<file path="config.mk">
export PLATFORM = sky130hd
export DESIGN_NAME = ps2_key_tracker
export DESIGN_NICKNAME = d
export VERILOG_FILES = /design/src/rtl/ps2_key_tracker.sv
export SDC_FILE = /design/constraint.sdc
export NUM_CORES = 1
export LEC_CHECK = 0
export ABC_AREA = 1
export CAP_MARGIN = 20
export CORE_UTILIZATION = 50
export DETAILED_ROUTE_END_ITERATION = 6
export GPL_TIMING_DRIVEN = 1
export PLACE_DENSITY = 0.75
export REMOVE_ABC_BUFFERS = 1
export SYNTH_ARGS = -nofsm -noshare
export SYNTH_HDL_FRONTEND = slang
export SYNTH_SLANG_ARGS = --single-unit
export TNS_END_PERCENT = 50
</file>
<file path="constraint.sdc">
create_clock -name clk -period 1.66 [get_ports clk]
set_input_delay 0.332 -clock clk [delete_from_list [all_inputs] [get_ports clk]]
set_output_delay 0.332 -clock clk [all_outputs]
set_load 0.01 [all_outputs]
</file>
<file path="src/rtl/ps2_key_tracker.sv">
// PS/2 scan-code parser: pops bytes from the receiver, decodes make/break/E0 sequences,
// tracks held keys and counts distinct presses. TYPEMATIC_EVT_EN makes repeats emit events.
module ps2_key_tracker #(
    parameter int MAX_HELD = 4,
    parameter int CNT_W    = 8,
    parameter int HC_W     = 3
) (
    input  logic             clk,
    input  logic             rst,
    input  logic             ready,
    input  logic [7:0]       data,
    output logic             nextdata_n,
    output logic             evt_valid,
    output logic [7:0]       evt_code,
    output logic             evt_ext,
    output logic             evt_break,
    output logic             evt_repeat,
    output logic [CNT_W-1:0] press_count,
    output logic [HC_W-1:0]  held_count,
    output logic [7:0]       last_code,
    output logic             last_ext,
    output logic             table_full,
    output logic [1:0]       dbg_state
);

    localparam int IDX_W = (MAX_HELD > 1) ? $clog2(MAX_HELD) : 1;
    localparam logic [CNT_W-1:0] CNT_ONE = 1;
    localparam logic [HC_W-1:0]  HC_ONE  = 1;

    typedef enum logic [1:0] {ST_IDLE, ST_EXT, ST_BRK, ST_EXT_BRK} state_t;

    // Handshake: a byte is taken on an edge with ready=1 and nextdata_n=1; that edge
    // drives nextdata_n low for exactly one cycle, so the receiver pops once per byte.
    state_t             state_q, state_d;
    logic               nextdata_n_q, nextdata_n_d;
    logic               evt_valid_q, evt_valid_d;
    logic [7:0]         evt_code_q, evt_code_d;
    logic               evt_ext_q, evt_ext_d;
    logic               evt_break_q, evt_break_d;
    logic [CNT_W-1:0]   press_count_q, press_count_d;
    logic [HC_W-1:0]    held_count_q, held_count_d;
    logic [7:0]         last_code_q, last_code_d;
    logic               last_ext_q, last_ext_d;
    logic               table_full_q, table_full_d;
    logic [MAX_HELD-1:0] tbl_valid_q, tbl_valid_d;
    logic [MAX_HELD-1:0] tbl_ext_q, tbl_ext_d;
    logic [7:0]         tbl_code_q [MAX_HELD];
    logic [7:0]         tbl_code_d [MAX_HELD];
`ifdef TYPEMATIC_EVT_EN
    logic               evt_repeat_q, evt_repeat_d;
`endif

    logic             accept;
    logic             key_ext;
    logic             is_break;
    logic             hit;
    logic             free;
    logic [IDX_W-1:0] hit_idx;
    logic [IDX_W-1:0] free_idx;

    assign accept   = ready && nextdata_n_q;
    assign key_ext  = (state_q == ST_EXT) || (state_q == ST_EXT_BRK);
    assign is_break = (state_q == ST_BRK) || (state_q == ST_EXT_BRK);

    // Lookup uses pre-edge table contents; descending scan leaves the lowest free slot.
    always_comb begin
        hit      = 1'b0;
        free     = 1'b0;
        hit_idx  = '0;
        free_idx = '0;
        for (int i = MAX_HELD - 1; i >= 0; i--) begin
            if (!tbl_valid_q[i]) begin
                free     = 1'b1;
                free_idx = i[IDX_W-1:0];
            end
            if (tbl_valid_q[i] && (tbl_ext_q[i] == key_ext) && (tbl_code_q[i] == data)) begin
                hit     = 1'b1;
                hit_idx = i[IDX_W-1:0];
            end
        end
    end

    always_comb begin
        state_d       = state_q;
        nextdata_n_d  = ~accept;
        evt_valid_d   = 1'b0;
        evt_code_d    = evt_code_q;
        evt_ext_d     = evt_ext_q;
        evt_break_d   = evt_break_q;
        press_count_d = press_count_q;
        held_count_d  = held_count_q;
        last_code_d   = last_code_q;
        last_ext_d    = last_ext_q;
        table_full_d  = table_full_q;
        tbl_valid_d   = tbl_valid_q;
        tbl_ext_d     = tbl_ext_q;
        tbl_code_d    = tbl_code_q;
`ifdef TYPEMATIC_EVT_EN
        evt_repeat_d  = evt_repeat_q;
`endif
        if (accept) begin
            if (data == 8'hE0) begin
                state_d = is_break ? ST_EXT_BRK : ST_EXT;
            end else if (data == 8'hF0) begin
                state_d = key_ext ? ST_EXT_BRK : ST_BRK;
            end else begin
                state_d = ST_IDLE;
                if (is_break) begin
                    evt_valid_d = 1'b1;
                    evt_code_d  = data;
                    evt_ext_d   = key_ext;
                    evt_break_d = 1'b1;
`ifdef TYPEMATIC_EVT_EN
                    evt_repeat_d = 1'b0;
`endif
                    if (hit) begin
                        tbl_valid_d[hit_idx] = 1'b0;
                        held_count_d         = held_count_q - HC_ONE;
                    end
                end else if (hit) begin
`ifdef TYPEMATIC_EVT_EN
                    evt_valid_d  = 1'b1;
                    evt_code_d   = data;
                    evt_ext_d    = key_ext;
                    evt_break_d  = 1'b0;
                    evt_repeat_d = 1'b1;
`endif
                end else begin
                    evt_valid_d   = 1'b1;
                    evt_code_d    = data;
                    evt_ext_d     = key_ext;
                    evt_break_d   = 1'b0;
`ifdef TYPEMATIC_EVT_EN
                    evt_repeat_d  = 1'b0;
`endif
                    press_count_d = press_count_q + CNT_ONE;
                    last_code_d   = data;
                    last_ext_d    = key_ext;
                    if (free) begin
                        tbl_valid_d[free_idx] = 1'b1;
                        tbl_ext_d[free_idx]   = key_ext;
                        tbl_code_d[free_idx]  = data;
                        held_count_d          = held_count_q + HC_ONE;
                    end else begin
                        table_full_d = 1'b1;
                    end
                end
            end
        end
    end

    always_ff @(posedge clk or negedge rst) begin
        if (!rst) begin
            state_q       <= ST_IDLE;
            nextdata_n_q  <= 1'b1;
            evt_valid_q   <= 1'b0;
            evt_code_q    <= 8'h00;
            evt_ext_q     <= 1'b0;
            evt_break_q   <= 1'b0;
            press_count_q <= '0;
            held_count_q  <= '0;
            last_code_q   <= 8'h00;
            last_ext_q    <= 1'b0;
            table_full_q  <= 1'b0;
            tbl_valid_q   <= '0;
            tbl_ext_q     <= '0;
            for (int i = 0; i < MAX_HELD; i++) tbl_code_q[i] <= 8'h00;
`ifdef TYPEMATIC_EVT_EN
            evt_repeat_q  <= 1'b0;
`endif
        end else begin
            state_q       <= state_d;
            nextdata_n_q  <= nextdata_n_d;
            evt_valid_q   <= evt_valid_d;
            evt_code_q    <= evt_code_d;
            evt_ext_q     <= evt_ext_d;
            evt_break_q   <= evt_break_d;
            press_count_q <= press_count_d;
            held_count_q  <= held_count_d;
            last_code_q   <= last_code_d;
            last_ext_q    <= last_ext_d;
            table_full_q  <= table_full_d;
            tbl_valid_q   <= tbl_valid_d;
            tbl_ext_q     <= tbl_ext_d;
            tbl_code_q    <= tbl_code_d;
`ifdef TYPEMATIC_EVT_EN
            evt_repeat_q  <= evt_repeat_d;
`endif
        end
    end

    assign nextdata_n  = nextdata_n_q;
    assign evt_valid   = evt_valid_q;
    assign evt_code    = evt_code_q;
    assign evt_ext     = evt_ext_q;
    assign evt_break   = evt_break_q;
    assign press_count = press_count_q;
    assign held_count  = held_count_q;
    assign last_code   = last_code_q;
    assign last_ext    = last_ext_q;
    assign table_full  = table_full_q;
    assign dbg_state   = state_q;
`ifdef TYPEMATIC_EVT_EN
    assign evt_repeat  = evt_repeat_q;
`else
    assign evt_repeat  = 1'b0;
`endif

endmodule
</file>
==> results.toml <==
[routing]
first_iter_violations = 225
vias_per_cell = 5.21
num_vias = 3770
routed_wl_um = 11100
drc_errors = 0
wl_per_cell_um = 15.3
drtAntennaViolNets = 0
first_pass_iters = 5

[cts]
path_clk_slew_ns = 0.08
clock-sinks = 75
cts_buffers = 9
clk_latency_ns = 0.35
htreeDepth = 3
cts_tree = "built"
clock_path_buffers = 2
clock-root-buffer = "clkbuf_8"

[die]
die_area_um2 = 8570
start_util_pct = 52.3
num_io_pins = 47
coreArea_um2 = 7850
die_x_um = 92.6
die_y_um = 92.6
num_rows = 32

[yosys]
ys_ff_latch = 75
synth_cell_types = 38
syn_area_um2 = 4100
synthArstFlopShare_pct = 100
netlist_instances = 502
ys_seq_area_share_pct = 45.8
synth_warnings = 0
avgSynthCellArea_um2 = 8.18
synth_ff_type = "dfrtp_1"
synth_edf_count = 0

[timing]
max_freq_mhz = 531
fin_hold_ws_ns = 0.372
skew_ns = 0.0142
setup_viol = 70
period_minus_slack_ns = 1.88
setup_ws_ns = -0.225
fin_setup_tns_ns = -10.10
rsz0062_at_grt = "yes"
drv_slew = 0
hold_violations = 0
period_share_pct = 114

[grt]
gr-total-overflow = 0
grt.total_usage_pct = 28.1
first_global_vias = 3859
grt_antenna_before_repair = 0
grt_max_degree = 37
grt_pass1_wl_um = 18300

[cells_and_area]
finalNetCount = 631
fill_cells = 606
most-common-layout-cells = "nand2_1, dfrtp_1, buf_4"
layout_commonest_cell = "nand2_1"
area_growth_pct = 37.7
final_util_pct = 72.0
drive_above_1_share_pct = 33.0
instances_no_fill = 724
diodes = 0

[status]
status = "finished, violations left"
violations = "negative setup slack"

[hold_path]
hp-class = "in -> async"

[power]
total_power_mw = 8.08
vdd_drop_max_v = 0.000822
power_density_nw_per_um2 = 1430
power.leakage_nw = 2.82

[setup_path]
cp.required_ns = 1.90
reg2regPathDepth = 11
crit_arrival_ns = 2.13
path_max_fanout = 8
worstSetupPathType = "reg -> reg"
worstSetupEndpointType = "flip-flop"
startpoint_type = "flip-flop"

[placement]
io_buffers = 45
gp_congestion = 0.938
hpwlAfterDp_um = 7650
dp.cells = 699

[flow_run]
maxCapViolCount = 0
## metal layers
| metal | wire length, um | global-route usage, % | part of all wire (%) | vias up |
|---|---|---|---|---|
| li1 | - | - | - | 1812 |
| met5 | 0 | 0 | 0 | - |
| met1 | 4820 | 34.8 | 43 | 1800 |
| met4 | 380 | 14.2 | 3.4 | 0 |
| met2 | 5230 | 46.7 | 47 | 121 |
| met3 | 659 | 5.50 | 5.9 | 37 |
## final cells by class
class | instances | area [um2] | area share (%)
clock buffers | 11 | 151 | 2.68
clock inverters | 4 | 50.0 | 0.886
inverters | 48 | 183 | 3.23
multi-input cells | 362 | 2120 | 37.4
flip-flops and latches | 75 | 1880 | 33.3
well taps | 102 | 128 | 2.26
repair buffers | 122 | 1140 | 20.2
## cell families (layout without fill, tap and decap cells)
logic type	Yosys count	after routing	synth area share [%]
simple gates	275	278	30.5
flops	75	75	45.8
buf+inv	68	185	8.48
compound gates	60	60	9.88
xor+xnor	21	21	4.48
fa+ha+maj	2	2	0.793
other cells	1	1	0.0914
## per-stage QoR
step,cell area [um2],setup slack (ns)
2_1_floorplan,3940,-0.128
3_3_place_gp,5120,-0.701
3_5_place_dp,5120,-0.707
4_1_cts,5600,-0.169
5_1_grt,5650,-0.287
6_report,5650,-0.225
## registers in the layout, indices dropped and copies added, names as in the netlist, 2 cells and up
| name | count |
|---|---|
| press_count | 8 |
| tbl_code_q | 32 |
| tbl_valid_q | 4 |
| held_count | 3 |
| tbl_ext_q | 4 |
| dbg_state | 2 |
| last_code | 8 |
| evt_code | 8 |
## cell usage after synthesis, types with 2 or more instances
cell,number,area [um2]
nand3_4,4,70.1
o21ai_1,20,100
nand3_1,27,135
nand2_2,4,25.0
o21ai_0,5,25.0
inv_2,9,33.8
xor2_1,5,43.8
o21ai_2,27,236
a21oi_1,6,30.0
nand2_4,6,67.6
inv_1,38,143
nor3_1,2,10.0
dfrtp_1,74,1850
nand2_1,185,694
nor2_8,2,40.0
xnor2_1,16,140
buf_6,10,113
nor2_1,34,128
buf_4,3,22.5
or2_2,2,12.5
buf_2,5,25.0
nor2_2,2,12.5
## final timing paths
path	start	to	slack (ns)
worst max-delay path	dbg_state[0]$_DFFE_PN0P_	tbl_code_q[30]$_DFFE_PN0P_	-0.22
min in group clk	data[0]	evt_code[0]$_DFFE_PN0P_	0.42
max in group asynchronous	rst	nextdata_n$_DFF_PN1_	0.75
worst min register to register	table_full$_DFFE_PN0P_	table_full$_DFFE_PN0P_	0.47
worst min-delay path	rst	press_count[3]$_DFFE_PN0P_	0.37
worst max register to register	dbg_state[0]$_DFFE_PN0P_	tbl_code_q[30]$_DFFE_PN0P_	-0.22
## report_power, final
| group | total, mW | internal [mW] | switching, mW |
|---|---|---|---|
| combinational | 3.52 | 1.75 | 1.78 |
| clock | 1.46 | 0.766 | 0.691 |
| sequential | 3.10 | 2.47 | 0.628 |
## repair_timing
item,CTS,global route
hold endpoints to repair,13,0
gates resized for setup,77,10
buffers inserted,4,0
gates cloned,4,1
endpoints found under the setup margin,79,76
hold buffers,1,0
pin swaps,13,9
## critical path: stages, from the launching register on
cell	delay, ns
dfrtp_2	0.48
buf_4	0.17
nand2_1	0.09
nand3_1	0.11
nor2_2	0.06
nand2_2	0.08
nand2_4	0.08
nor2_8	0.22
nand3_4	0.18
buf_12	0.20
nand2_4	0.05
o21ai_2	0.05
No activity file was read; power rests on OpenSTA's default activity.
